$ cat config.mk
export PLATFORM = sky130hd
export DESIGN_NAME = clk_div_seq
export DESIGN_NICKNAME = d
export VERILOG_FILES = /design/src/rtl/clk_div_seq.sv
export SDC_FILE = /design/constraint.sdc
export NUM_CORES = 1
export LEC_CHECK = 0
export ABC_AREA = 1
export BUFFER_PORTS_ARGS = -buffer_cell sky130_fd_sc_hd__buf_2
export CORE_MARGIN = 1
export CORE_UTILIZATION = 45
export CTS_CLUSTER_DIAMETER = 50
export DETAILED_ROUTE_END_ITERATION = 6
export PLACE_DENSITY_LB_ADDON = 0.3
export SLEW_MARGIN = 30
export SYNTH_ARGS = -nofsm -noshare
export SYNTH_HDL_FRONTEND = slang
export SYNTH_SLANG_ARGS = --single-unit
$ cat constraint.sdc
create_clock -name clk -period 1.68 [get_ports clk]
set_clock_uncertainty 0.1 [all_clocks]
set_input_delay 0.084 -clock clk [delete_from_list [all_inputs] [get_ports clk]]
set_output_delay 0.084 -clock clk [all_outputs]
set_load 0.05 [all_outputs]
$ cat src/rtl/clk_div_seq.sv
// PLL-lock reset sequencer plus NCH glitch-free clock-enable / divided-clock channels.
// Define CLKDIV_SYNC_EN to add the sync_req port that phase-aligns all channels.
module clk_div_seq #(
  parameter int NCH       = 2,
  parameter int DW        = 8,
  parameter int DIV_INIT  = 1,
  parameter int LOCK_WAIT = 16
) (
  input  logic              clk,
  input  logic              rst_n,
  input  logic              pll_lock,
  input  logic [NCH-1:0]    div_ld,
  input  logic [NCH*DW-1:0] div_val,
`ifdef CLKDIV_SYNC_EN
  input  logic              sync_req,
`endif
  output logic [NCH-1:0]    en_o,
  output logic [NCH-1:0]    clk_o,
  output logic              run_rst_n,
  output logic              ready
);

  localparam int SW = (LOCK_WAIT > 1) ? $clog2(LOCK_WAIT) : 1;
  localparam logic [SW-1:0] SETTLE_LAST = SW'(LOCK_WAIT - 1);

  typedef enum logic [1:0] {S_WAIT_LOCK, S_SETTLE, S_RUN} state_t;

  state_t          r_state, w_state_nxt;
  logic [SW-1:0]   r_settle, w_settle_nxt;
  logic            r_lock_s1, r_lock_s2;
  logic            r_run;
  logic            w_run_nxt;
  logic            w_sync;

  always_ff @(posedge clk or negedge rst_n) begin
    if (!rst_n) begin
      r_lock_s1 <= 1'b0;
      r_lock_s2 <= 1'b0;
      r_state   <= S_WAIT_LOCK;
      r_settle  <= '0;
      r_run     <= 1'b0;
    end else begin
      r_lock_s1 <= pll_lock;
      r_lock_s2 <= r_lock_s1;
      r_state   <= w_state_nxt;
      r_settle  <= w_settle_nxt;
      r_run     <= w_run_nxt;
    end
  end

  always_comb begin
    w_state_nxt  = r_state;
    w_settle_nxt = r_settle;
    unique case (r_state)
      S_WAIT_LOCK: begin
        if (r_lock_s2) begin
          w_state_nxt  = S_SETTLE;
          w_settle_nxt = '0;
        end
      end
      S_SETTLE: begin
        if (!r_lock_s2)                  w_state_nxt  = S_WAIT_LOCK;
        else if (r_settle == SETTLE_LAST) w_state_nxt  = S_RUN;
        else                              w_settle_nxt = r_settle + SW'(1);
      end
      S_RUN: begin
        if (!r_lock_s2) w_state_nxt = S_WAIT_LOCK;
      end
      default: w_state_nxt = S_WAIT_LOCK;
    endcase
  end

  // r_run is the registered image of (state == RUN); both reset outputs share it
  assign w_run_nxt = (w_state_nxt == S_RUN);
  assign ready     = r_run;
  assign run_rst_n = r_run;

`ifdef CLKDIV_SYNC_EN
  assign w_sync = sync_req & r_run;
`else
  assign w_sync = 1'b0;
`endif

  for (genvar i = 0; i < NCH; i++) begin : g_ch
    logic [DW-1:0] r_act, r_pend, r_cnt;
    logic          r_flag, r_clk;
    logic [DW-1:0] w_act_nxt, w_pend_nxt, w_cnt_nxt;
    logic          w_flag_nxt, w_clk_nxt;
    logic [DW-1:0] w_val;

    assign w_val = div_val[i*DW +: DW];

    always_comb begin
      w_act_nxt  = r_act;
      w_pend_nxt = r_pend;
      w_flag_nxt = r_flag;
      w_cnt_nxt  = r_cnt;
      if (!r_run) begin
        if (div_ld[i]) begin
          w_act_nxt  = w_val;
          w_flag_nxt = 1'b0;
        end else if (r_flag) begin
          w_act_nxt  = r_pend;
          w_flag_nxt = 1'b0;
        end
        w_cnt_nxt = w_act_nxt;
      end else if (w_sync || (r_cnt == '0)) begin
        // Wrap or forced realignment: a same-cycle load beats any pending divisor
        if (div_ld[i])   w_act_nxt = w_val;
        else if (r_flag) w_act_nxt = r_pend;
        w_flag_nxt = 1'b0;
        w_cnt_nxt  = w_act_nxt;
      end else begin
        w_cnt_nxt = r_cnt - DW'(1);
        if (div_ld[i]) begin
          w_pend_nxt = w_val;
          w_flag_nxt = 1'b1;
        end
      end
    end

    // Gated on both current and next run so entry/exit never produce a runt high
    assign w_clk_nxt = r_run & w_run_nxt & (r_cnt > (r_act >> 1));

    always_ff @(posedge clk or negedge rst_n) begin
      if (!rst_n) begin
        r_act  <= DW'(DIV_INIT);
        r_pend <= '0;
        r_flag <= 1'b0;
        r_cnt  <= DW'(DIV_INIT);
        r_clk  <= 1'b0;
      end else begin
        r_act  <= w_act_nxt;
        r_pend <= w_pend_nxt;
        r_flag <= w_flag_nxt;
        r_cnt  <= w_cnt_nxt;
        r_clk  <= w_clk_nxt;
      end
    end

    assign en_o[i]  = r_run & (r_cnt == '0) & ~w_sync;
    assign clk_o[i] = r_clk;
  end

endmodule

======== Yosys cells after proc, flatten, opt, wreduce, memory -nomap -nowiden ========
Index checks and enable logic that the tools add are counted.
word-level totals
  bits in registers ....................... 61
  bits in latches ......................... 0
  memory bits (writable) .................. 0
  memory bits (read-only) ................. 0
  input bits .............................. 21
  output and inout port bits .............. 6
  logic and storage cells ................. 72
  memories kept ........................... 0
operators by class
  add/sub/neg operators ................... 3
  $mul .................................... 0
  div/mod/pow operators ................... 0
  $lt $le $gt $ge ......................... 2
  eq/ne operators ......................... 11
  shift-type cells ........................ 0
  mux-type cells .......................... 27
  bitwise gates (word level) .............. 7
  reductions and logical operators ........ 7
operator list
  kind                                                    number
  two-way mux 8 bit                                       12
  > comparator 8 x 7 -> 1 bit                             2
  logical NOT 8 bit                                       2
  subtractor 8 x 1 -> 8 bit (second input constant)       2
  two-way mux 4 bit                                       3
  two-way mux 2 bit                                       4
  one-hot mux 4 bit (2 select lines)                      1
  two-way mux 1 bit                                       6
  inequality test 2 bit (second input constant)           3
  inequality test 3 x 2 -> 1 bit (second input constant)  2
  one-hot mux 2 bit (3 select lines)                      1
  AND reduction 3 bit                                     2
  AND 1 bit                                               5
  adder 4 x 1 -> 4 bit (second input constant)            1
  == test 2 bit (second input constant)                   2
  == test 4 bit (second input constant)                   1
  inequality test 2 x 1 -> 1 bit (second input constant)  2
  AND reduction 4 bit                                     1
  == test 2 x 1 -> 1 bit (second input constant)          1
  logical NOT 2 bit                                       1
  NOT 1 bit                                               2
  nonzero test 2 bit                                      1

======== Depth between registers and ports, before layout ========
Gate-level depths: netlist of the first run.
  depth after elaboration ................. 7
  depth in mapped cells ................... 9
  gate-level depth less buffers ........... 9

======== Least setup slack after synthesis of the first run ========
No wires, ideal clock.
  kind .................................... register to output
  start point ............................. register r_run (netlist: ready)
  end point ............................... output port en_o[0]
  arrival time ............................ 1.656 ns
  required time ........................... 1.496 ns
  path slack .............................. -0.160 ns
  stages on the path, launching flop included .. 3
  buffers on the path ..................... 0
  cell sequence ........................... dfrtp_1 > inv_4 > nor2_1
between the ends
  cells in the longest elaborated chain, start to end .. 1
RTL lines
  element                 RTL line  text
  start, declared         31        logic r_run;
  start signal, assigned  47        r_run <= w_run_nxt;
  AND 1 bit               141       assign en_o[i] = r_run & (r_cnt == '0) & ~w_sync;
  end, declared           17        output logic [NCH-1:0] en_o,
No other way between the ends.

======== Worst setup path after layout of the first run ========
  start point ............................. register g_ch[0].r_cnt[4]
  end point ............................... output port en_o[0]
between the ends
  cells in the longest elaborated chain, start to end .. 2
RTL lines
  element                 RTL line  text
  start, declared         85        logic [DW-1:0] r_act, r_pend, r_cnt;
  start signal, assigned  130       r_cnt <= DW'(DIV_INIT);
  start signal, assigned  136       r_cnt <= w_cnt_nxt;
  logical NOT 8 bit       141
  AND 1 bit               141
No other way between the ends.

==> out/summary.txt, run 1 <==
Multi-input gate area - 1750 sq um
Avg Cell Area, Syn - 7.93 sq um
R2R Setup Slk - 50 ps
VDD IR-drop max - 0.662 mV
endpoints failing hold - 0
pin count of the biggest net entering global routing - 50
core area - 7330 sq um
CP required - 1500 ps
most frequent cells in the layout - nand2_1, dfrtp_1, inv_1, nor2_1, nand3_1
worst-path maximum fanout - 4
H-tree depth - 3
launch point of the worst path - g_ch[0].r_cnt[4]
Clock transition at path regs - 70 ps
Yosys top cell by area - dfrtp_1
post-route ant nets - 0
Post-route DRC - 0
register area share after synthesis - 44.2%
commonest non-fill, non-tap cell in the layout - nand2_1
first-pass GRT wire length - 13.0 mm
WL final - 7.70 mm
number of max-cap violations - 0
vias in the first global route - 2,790
measured slew at the worst slew-check pin - 324 ps
Routed WL per cell - 12.6 microns
Total Nets Final - 548
status - complete, but fails checks
worst r2r src - g_ch[0].r_cnt[0]
vias post-DR - 2,984
syn nets - 477
violated checks - setup timing
Worst setup SP type - flip-flop
crit path kind - flip-flop to primary output
# IOs - 27
Post-Syn Area - 3470 sq um
Initial Util - 47.3%
worst flop-to-flop path endpoint - g_ch[0].r_pend[3]
share of the synthesized area in the top cell type - 41.1%
final instance area - 4390 sq um
Cell variety after synth - 29
CTS tree - yes
Die Height - 89.8 microns
Mapped Cells - 437
Tcrit/Tclk final - 101%
total CTS buffers - 9
drt first pass iters - 5
Fmax - 587 MHz
P_leak - 2.24 nW
Die Area - 8060 sq um
die width - 89.8 microns
IO Port Bufs - 26
Pwr Density - 871 nW/um^2
CP arrival - 1520 ps
share of cells above drive strength 1 - 23.4%
CTS sink count - 61
final setup fails - 2
CTS max path bufs - 2
clock root buffer - clkbuf_8
vias per cell - 4.88
unrepaired setup endpoints after global routing - yes
row count - 31
final worst setup slack - -22.6 ps
worst min-delay path class - input pin to asynchronous set/reset pin
Slew Limit Fails - 0
pre-CTS WS - 27.6 ps
global route overflow - 0
final RePlAce weighted congestion - 0.869
Worst setup EP type - primary output
Placed Area - 3690 sq um
Yosys reg bits - 61
FILL cells - 639
Setup crit end - en_o[0]
Synth area leaders - dfrtp_1, nand2_1, ha_1
# diodes - 0
DPL Wire Length - 5.12 mm
depth of the most critical reg-to-reg path - 9
Iter 0 DRT Violations - 106
Layout area overhead - 26.7%
register area - 1540 sq um
yosys warns - 0
worst rel slew slack - 78.4%
initial antenna violation count - 0
GRT Total Usage - 20.1%
Clock Latency Late Sink - 340 ps
minimum clock period - 1700 ps
-- routing by layer --
metal | part of all wire, % | vias up | GRT usage, %
li1 | - | 1543 | -
met1 | 48 | 1370 | 28.8
met2 | 46 | 59 | 29.7
met3 | 4.0 | 12 | 3.30
met4 | 1.9 | 0 | 9.15
met5 | 0 | - | 0
-- flip-flops by register name, summed over array words and instances (netlist names) --
name         flops
g_ch.r_clk       2
g_ch.r_act      16
g_ch.r_flag      2
r_lock_s2        1
r_state          2
g_ch.r_cnt      16
g_ch.r_pend     16
ready            1
r_lock_s1        1
r_settle         4
-- what timing repair did --
item                       4_1_cts  5_1_grt
setup endpoints to repair        2       42
hold endpoints to repair        74        0
hold buffers                    20        0
resized for setup               19       17
pin swaps                        7        8
setup buffers                   13        5
-- critical path: stages (launching register included) --
cell	delay (ps)
dfrtp_1	430
nor2_2	190
nand2_2	100
nor2_4	140
inv_2	60
nor2_4	90
buf_6	160
-- cell families after synthesis --
group                    after synthesis  synth area share (%)
AND/OR/NAND/NOR                      244                  30.5
flip-flops                            61                  44.2
adder cells (fa/ha/maj)               19                  6.86
buffers and inverters                 60                  8.48
XOR/XNOR                               4                  1.01
AO/OA/AOI/OAI                         49                  9.02
-- worst min path at each step --
stage          start                to
2_1_floorplan  rst_n  g_ch[0].r_act[1]
3_3_place_gp   rst_n     g_ch[0].r_clk
3_5_place_dp   rst_n     g_ch[0].r_clk
4_1_cts        rst_n     g_ch[0].r_clk
5_1_grt        rst_n     g_ch[0].r_clk
6_report       rst_n     g_ch[0].r_clk
-- layout make-up --
class	count	share of cell area (%)
Multi-Input combinational cell	316	39.7
Sequential cell	61	34.9
Timing Repair Buffer	73	13.0
Inverter	47	4.07
Clock buffer	12	3.30
Tap cell	99	2.82
Clock inverter	4	2.16
-- cells in the mapped netlist (all sizes together) --
library cell	instances
dfstp	4
nor3	1
buf	13
a21oi	7
clkinv	2
nor2	49
and2	2
inv	45
nand3	31
nand4	5
nand2	156
dfrtp	57
xnor2	4
o21ai	25
o31ai	1
ha	19
a31oi	16
-- power breakdown --
group	internal, W	switching [W]	total, W
Clock	0.00103	0.000555	0.00158
Sequential	0.00157	0.0000802	0.00165
Combinational	0.000262	0.000336	0.000599
Total	0.00286	0.000972	0.00383
-- stage by stage --
step	hold WS [ps]	utilization [%]	std cells	TNS [ps]	power, W
2_1_floorplan	-312	-	437	-321	0.00199
4_1_cts	90.9	58.3	607	-14.2	0.00383
3_5_place_dp	-91.9	50.3	558	0	0.00215
5_1_grt	107	59.9	612	-225	0.00403
3_3_place_gp	-94.3	50.3	558	0	0.00214
6_report	76.7	59.9	612	-42.2	0.00383
(Power assumes the default switching activity.)
==> run 2, diff against run 1 <==
CORE_UTILIZATION = 52   (was 45)
CTS_CLUSTER_DIAMETER = 100   (was 50)
==> out/summary.txt, run 2 (same netlist as run 1, synthesis figures left out) <==
crit-path max cell delay - 550 ps (was 430 ps)
Die Area - 7000 sq um (was 8060 sq um)
CP arrival - 1480 ps (was 1520 ps)
CTS max path bufs - 2 (unchanged)
vias in the first global route - 2,927 (was 2,790)
Fmax - 602 MHz (was 587 MHz)
Clock transition at path regs - 70 ps (about the same)
crit path buf inv count - 3 (was 2)
worst min-delay path class - input pin to asynchronous set/reset pin (unchanged)
measured slew at the worst slew-check pin - 326 ps (was 324 ps)
worst r2r src - g_ch[1].r_cnt[0] (was g_ch[0].r_cnt[0])
Iter 0 DRT Violations - 105 (was 106)
DPL Wire Length - 4.97 mm (was 5.12 mm)
Clock Latency Late Sink - 350 ps (was 340 ps)
total CTS buffers - 9 (unchanged)
post-route ant nets - 0 (unchanged)
Worst setup SP type - flip-flop (unchanged)
WL final - 7.56 mm (was 7.70 mm)
status - finished, final reports clean (was complete, but fails checks)
biggest regs - g_ch.r_act (16), g_ch.r_cnt (16), g_ch.r_pend (16) (unchanged)
CP required - 1500 ps (about the same)
depth of the most critical reg-to-reg path - 9 (unchanged)
Largest delay share family, worst path - flip-flops (was simple AND/OR/NAND/NOR gates)
Slew Limit Fails - 0 (unchanged)
row count - 29 (was 31)
CTS tree - yes (unchanged)
core area - 6390 sq um (was 7330 sq um)
clock root buffer - clkbuf_8 (unchanged)
Placed Cells - 535 (was 558)
Total Nets Final - 544 (was 548)
initial antenna violation count - 0 (unchanged)
Initial Util - 54.3% (was 47.3%)
drt first pass iters - 4 (was 5)
endpoints failing hold - 0 (unchanged)
Tcrit/Tclk final - 98.9% (was 101%)
Layout area overhead - 25.2% (was 26.7%)
TNS Setup - 0 ps (was -42.2 ps)
GR peak layer - met2 (unchanged)
GRT met2 Usage - 37.1% (was 29.7%)
Core Util, Final - 68.0% (was 59.9%)
Die Height - 83.7 microns (was 89.8 microns)
worst flop-to-flop path endpoint - g_ch[1].r_pend[2] (was g_ch[0].r_pend[3])
final setup fails - 0 (was 2)
R2R Setup Slk - 40 ps (was 50 ps)
vias per cell - 5.08 (was 4.88)
worst rel slew slack - 78.3% (was 78.4%)
P_leak - 2.22 nW (was 2.24 nW)
minimum clock period - 1660 ps (was 1700 ps)
IO Port Bufs - 26 (unchanged)
pre-CTS WS - -12.8 ps (was 27.6 ps)
H-tree depth - 3 (unchanged)
VDD IR-drop max - 0.702 mV (was 0.662 mV)
post-route insts no fill - 586 (was 612)
final RePlAce weighted congestion - 0.820 (was 0.869)
commonest non-fill, non-tap cell in the layout - nand2_1 (unchanged)
final worst setup slack - 18.6 ps (was -22.6 ps)
crit path kind - flip-flop to primary output (unchanged)
die width - 83.7 microns (was 89.8 microns)
CTS sink count - 61 (unchanged)
global route overflow - 0 (unchanged)
most frequent cells in the layout - nand2_1, dfrtp_1, nor2_1 (was nand2_1, dfrtp_1, inv_1, nor2_1, nand3_1)
Post-route DRC - 0 (unchanged)
unrepaired setup endpoints after global routing - yes (unchanged)
# diodes - 0 (unchanged)
number of max-cap violations - 0 (unchanged)
CP max stage cell - dfstp_2 (was dfrtp_1)
Pwr Density - 833 nW/um^2 (was 871 nW/um^2)
Routed WL per cell - 12.9 microns (was 12.6 microns)
# IOs - 27 (unchanged)
CP Cell Sequence - inv_2 -> ha_4 -> nand2_4 -> nor2_4 -> inv_2 -> nor2_4 -> buf_6 (was nor2_2 -> nand2_2 -> nor2_4 -> inv_2 -> nor2_4 -> buf_6)
met1 Use GR - 31.4% (was 28.8%)
pin count of the biggest net entering global routing - 62 (was 50)
met3 Usage GRT - 6.73% (was 3.30%)
Worst setup EP type - primary output (unchanged)
first-pass GRT wire length - 13.2 mm (was 13.0 mm)
vias post-DR - 2,976 (was 2,984)
GRT Total Usage - 23.8% (was 20.1%)
worst-path maximum fanout - 3 (was 4)
share of cells above drive strength 1 - 24.8% (was 23.4%)
[run 2: cell types whose count changed in the layout (fill, tap and decap cells not counted), sizes merged]
cell | previous run | this run
buf | 53 | 49
bufinv | 3 | 1
clkbuf | 12 | 10
clkinvlp | 0 | 2
clkinv | 3 | 4
inv | 45 | 46
[run 2: cell type report]
type / instances / area, sq um
Inverter: 47 / 181
Multi-Input combinational cell: 316 / 1770
Tap cell: 77 / 96.3
Timing Repair Buffer: 69 / 552
Sequential cell: 61 / 1540
Fill cell: 518 / 2050
Clock inverter: 6 / 71.3
Clock buffer: 10 / 138
[run 2: power breakdown]
part           leakage, nW  switching, W  internal, W
clock network       0.0991      0.000641     0.000734
registers            0.746     0.0000864      0.00157
logic                 1.38      0.000333     0.000252
total                 2.22       0.00106      0.00255
[run 2: worst max-delay path by stage]
stage	startpoint	end	slack [ps]	depth (start not counted)
2_1_floorplan	ready	en_o[0]	-160	2
3_3_place_gp	g_ch[0].r_cnt[0]	g_ch[0].r_cnt[7]	30	8
3_5_place_dp	g_ch[0].r_cnt[0]	g_ch[0].r_cnt[7]	-10	8
4_1_cts	g_ch[0].r_cnt[4]	en_o[0]	4	6
5_1_grt	g_ch[1].r_cnt[3]	en_o[1]	-50	6
6_report	g_ch[0].r_cnt[0]	en_o[0]	20	7
[run 2: worst min-delay path: cells and delay by family]
kind / cells / cell delay [ps]
buf+inv: 3 / 930
[run 2: per-layer routing]
| layer | wire length (microns) | part of all wire [%] |
|---|---|---|
| met3 | 347 | 4.6 |
| met1 | 3600 | 48 |
| met4 | 157 | 2.1 |
| met2 | 3460 | 46 |
| met5 | 0 | 0 |
[run 2: timing repair]
item                       in CTS  in global routing
resized for setup              19                 27
hold buffers                   20                  0
setup buffers                  10                  5
setup endpoints to repair       4                 35
pin swaps                       4                  9
hold endpoints to repair       78                  0
[run 2: stage by stage]
step / power [W] / cell area (sq um) / hold WS [ps]
after global routing: 0.00382 / 4340 / 218
final: 0.00361 / 4340 / 171
after global placement: 0.00213 / 3650 / 16.1
after floorplan: 0.00199 / 3470 / -312
after detailed placement: 0.00215 / 3650 / 18.7
after CTS: 0.00361 / 4200 / 181
==> run 3, diff against run 2 <==
ABC_AREA = not set   (was 1)
==> out/summary.txt, run 3 <==
status - complete, but fails checks (was finished, final reports clean)
violated checks - setup timing
die width - 82.1 microns (was 83.7 microns)
worst flop-to-flop path endpoint - g_ch[0].r_cnt[6] (was g_ch[1].r_pend[2])
CTS tree - yes (unchanged)
Post-Syn Area - 3340 sq um (was 3470 sq um)
final instance area - 4710 sq um (was 4340 sq um)
Die Height - 82.1 microns (was 83.7 microns)
worst-path maximum fanout - 2 (was 3)
worst min-delay path class - input pin to flip-flop (was input pin to asynchronous set/reset pin)
commonest non-fill, non-tap cell in the layout - dfrtp_1 (was nand2_1)
row count - 28 (was 29)
Yosys reg bits - 61 (unchanged)
CTS max path bufs - 2 (unchanged)
DPL Wire Length - 4.81 mm (was 4.97 mm)
Worst setup EP type - flip-flop (was primary output)
number of max-cap violations - 0 (unchanged)
Clock Latency Late Sink - 360 ps (was 350 ps)
worst hold slack - 31.7 ps (was 171 ps)
Post-synth EDFFs - 0 (unchanged)
pre-CTS WS - -301 ps (was -12.8 ps)
CP arrival - 2230 ps (was 1480 ps)
ys async rst share - 100% (unchanged)
share of cells above drive strength 1 - 38.5% (was 24.8%)
Fmax - 480 MHz (was 602 MHz)
biggest regs - g_ch.r_act (16), g_ch.r_cnt (16), g_ch.r_pend (16) (unchanged)
top-count cell post-synth - dfrtp_1 (was nand2_1)
drt first pass iters - 4 (unchanged)
Die Area - 6750 sq um (was 7000 sq um)
Iter 0 DRT Violations - 125 (was 105)
R2R Setup Slk - -400 ps (was 40 ps)
Hold Crit Endpoint - g_ch[1].r_flag
Yosys top cell by area - dfrtp_1 (unchanged)
final setup fails - 54 (was 0)
Post-route DRC - 0 (unchanged)
depth of the most critical reg-to-reg path - 10 (was 9)
top cells by count, synth - dfrtp_1, nand2_1, o21ai_0, inv_1, ha_1 (was nand2_1, dfrtp_1, nor2_1, inv_1, nand3_1)
Pwr Density - 805 nW/um^2 (was 833 nW/um^2)
measured slew at the worst slew-check pin - 695 ps (was 326 ps)
initial antenna violation count - 0 (unchanged)
GRT Total Usage - 26.2% (was 23.8%)
Synth area leaders - dfrtp_1, ha_1, o21ai_0 (was dfrtp_1, nand2_1, ha_1)
worst r2r src - g_ch[0].r_cnt[1] (was g_ch[1].r_cnt[0])
Worst setup SP type - flip-flop (unchanged)
pin count of the biggest net entering global routing - 62 (unchanged)
CP required - 1820 ps (was 1500 ps)
most frequent cells in the layout - dfrtp_1, buf_4, inv_1 (was nand2_1, dfrtp_1, nor2_1)
share of the synthesized area in the top cell type - 42.7% (was 41.1%)
syn nets - 382 (was 477)
# IOs - 27 (unchanged)
Clock transition at path regs - 80 ps (was 70 ps)
Placed Area - 3770 sq um (was 3650 sq um)
clock root buffer - clkbuf_8 (unchanged)
VDD IR-drop max - 0.854 mV (was 0.702 mV)
register area - 1530 sq um (was 1540 sq um)
Hold Crit Start - div_ld[1]
FILL cells - 348 (was 518)
Hold Path Cell Cnt - 3
Mapped Cells - 342 (was 437)
Layout area overhead - 41.0% (was 25.2%)
vias post-DR - 2,898 (was 2,976)
CTS sink count - 61 (unchanged)
# diodes - 0 (unchanged)
first-pass GRT wire length - 13.0 mm (was 13.2 mm)
worst rel slew slack - 53.2% (was 78.3%)
minimum clock period - 2080 ps (was 1660 ps)
core area - 6060 sq um (was 6390 sq um)
Initial Util - 55.1% (was 54.3%)
TNS Setup - -12,570 ps (was 0 ps)
endpoints failing hold - 0 (unchanged)
global route overflow - 0 (unchanged)
WL final - 9.25 mm (was 7.56 mm)
Cell variety after synth - 38 (was 29)
Multi-input gate area - 1900 sq um (was 1770 sq um)
register area share after synthesis - 45.9% (was 44.2%)
yosys warns - 0 (unchanged)
post-route ant nets - 0 (unchanged)
H-tree depth - 3 (unchanged)
unrepaired setup endpoints after global routing - yes (unchanged)
ys flop type - dfrtp_1 (unchanged)
Core Util, Final - 77.7% (was 68.0%)
Avg Cell Area, Syn - 9.76 sq um (was 7.93 sq um)
Routed WL per cell - 18.2 microns (was 12.9 microns)
final RePlAce weighted congestion - 0.797 (was 0.820)
vias per cell - 5.69 (was 5.08)
crit path kind - flip-flop to flip-flop (was flip-flop to primary output)
Tcrit/Tclk final - 124% (was 98.9%)
Total Nets Final - 469 (was 544)
total CTS buffers - 9 (unchanged)
IO Port Bufs - 26 (unchanged)
final worst setup slack - -402 ps (was 18.6 ps)
P_leak - 2.16 nW (was 2.22 nW)
Slew Limit Fails - 0 (unchanged)
vias in the first global route - 2,747 (was 2,927)
-- run 3: what timing repair did --
item,in CTS,in global routing
buffers inserted,10,6
cloned,3,0
endpoints found under the setup margin,52,55
endpoints found under the hold margin,78,0
gates resized for setup,67,27
hold buffers,18,0
pin swaps,22,19
-- run 3: cell families (layout without fill, tap and decap cells) --
family | count (synthesis) | count (layout) | share of synthesized area, %
adder cells (fa/ha/maj) | 19 | 19 | 7.12
flip-flops | 61 | 61 | 45.9
AND/OR/NAND/NOR | 88 | 88 | 13.4
buffers and inverters | 56 | 148 | 7.53
XOR/XNOR | 10 | 10 | 2.62
multiplexers | 17 | 17 | 5.13
AO/OA/AOI/OAI | 91 | 91 | 18.3
-- run 3: power breakdown --
| part | total [W] | internal [W] | switching (W) |
|---|---|---|---|
| Sequential | 0.00164 | 0.00156 | 0.0000759 |
| Clock | 0.00134 | 0.000719 | 0.000624 |
| Combinational | 0.000810 | 0.000393 | 0.000416 |
| Total | 0.00379 | 0.00267 | 0.00112 |
-- run 3: worst max path at each step --
stage                          start                end  slack, ps
floorplan           g_ch[0].r_cnt[1]  g_ch[0].r_pend[6]        -60
CTS                 g_ch[1].r_cnt[1]            en_o[1]       -330
finish              g_ch[0].r_cnt[1]   g_ch[0].r_cnt[6]       -400
global route        g_ch[1].r_cnt[1]            en_o[1]       -440
detailed placement  g_ch[1].r_cnt[0]  g_ch[1].r_pend[3]       -300
global placement    g_ch[1].r_cnt[0]  g_ch[1].r_pend[0]       -230
-- run 3: layer usage --
metal	up-vias	routed length, microns	global-route usage (%)
met4	0	289	8.60
li1	1345	-	-
met3	22	478	6.48
met2	113	4640	43.0
met5	-	0	0
met1	1418	3840	33.8
-- run 3: worst max-delay path, cell delays in order (launching register included) --
cell	delay, ps
dfrtp_1	410
inv_2	80
buf_4	110
buf_4	90
buf_4	90
buf_4	100
ha_1	200
nand2b_1	130
nor4_1	390
xnor2_1	180
o21ai_1	90
-- run 3: through the flow --
step,total power (W),std cells
floorplan,0.00197,342
global placement,0.00218,457
detailed placement,0.00220,457
CTS,0.00364,503
global route,0.00394,509
finish,0.00379,509
-- run 3: area by class of cell --
type                            instances  area share [%]
Clock buffer                           10            2.92
Clock inverter                          6            1.33
Inverter                               37            2.95
Multi-Input combinational cell        225            40.3
Sequential cell                        61            32.6
Tap cell                               75            1.99
Timing Repair Buffer                   95            17.9
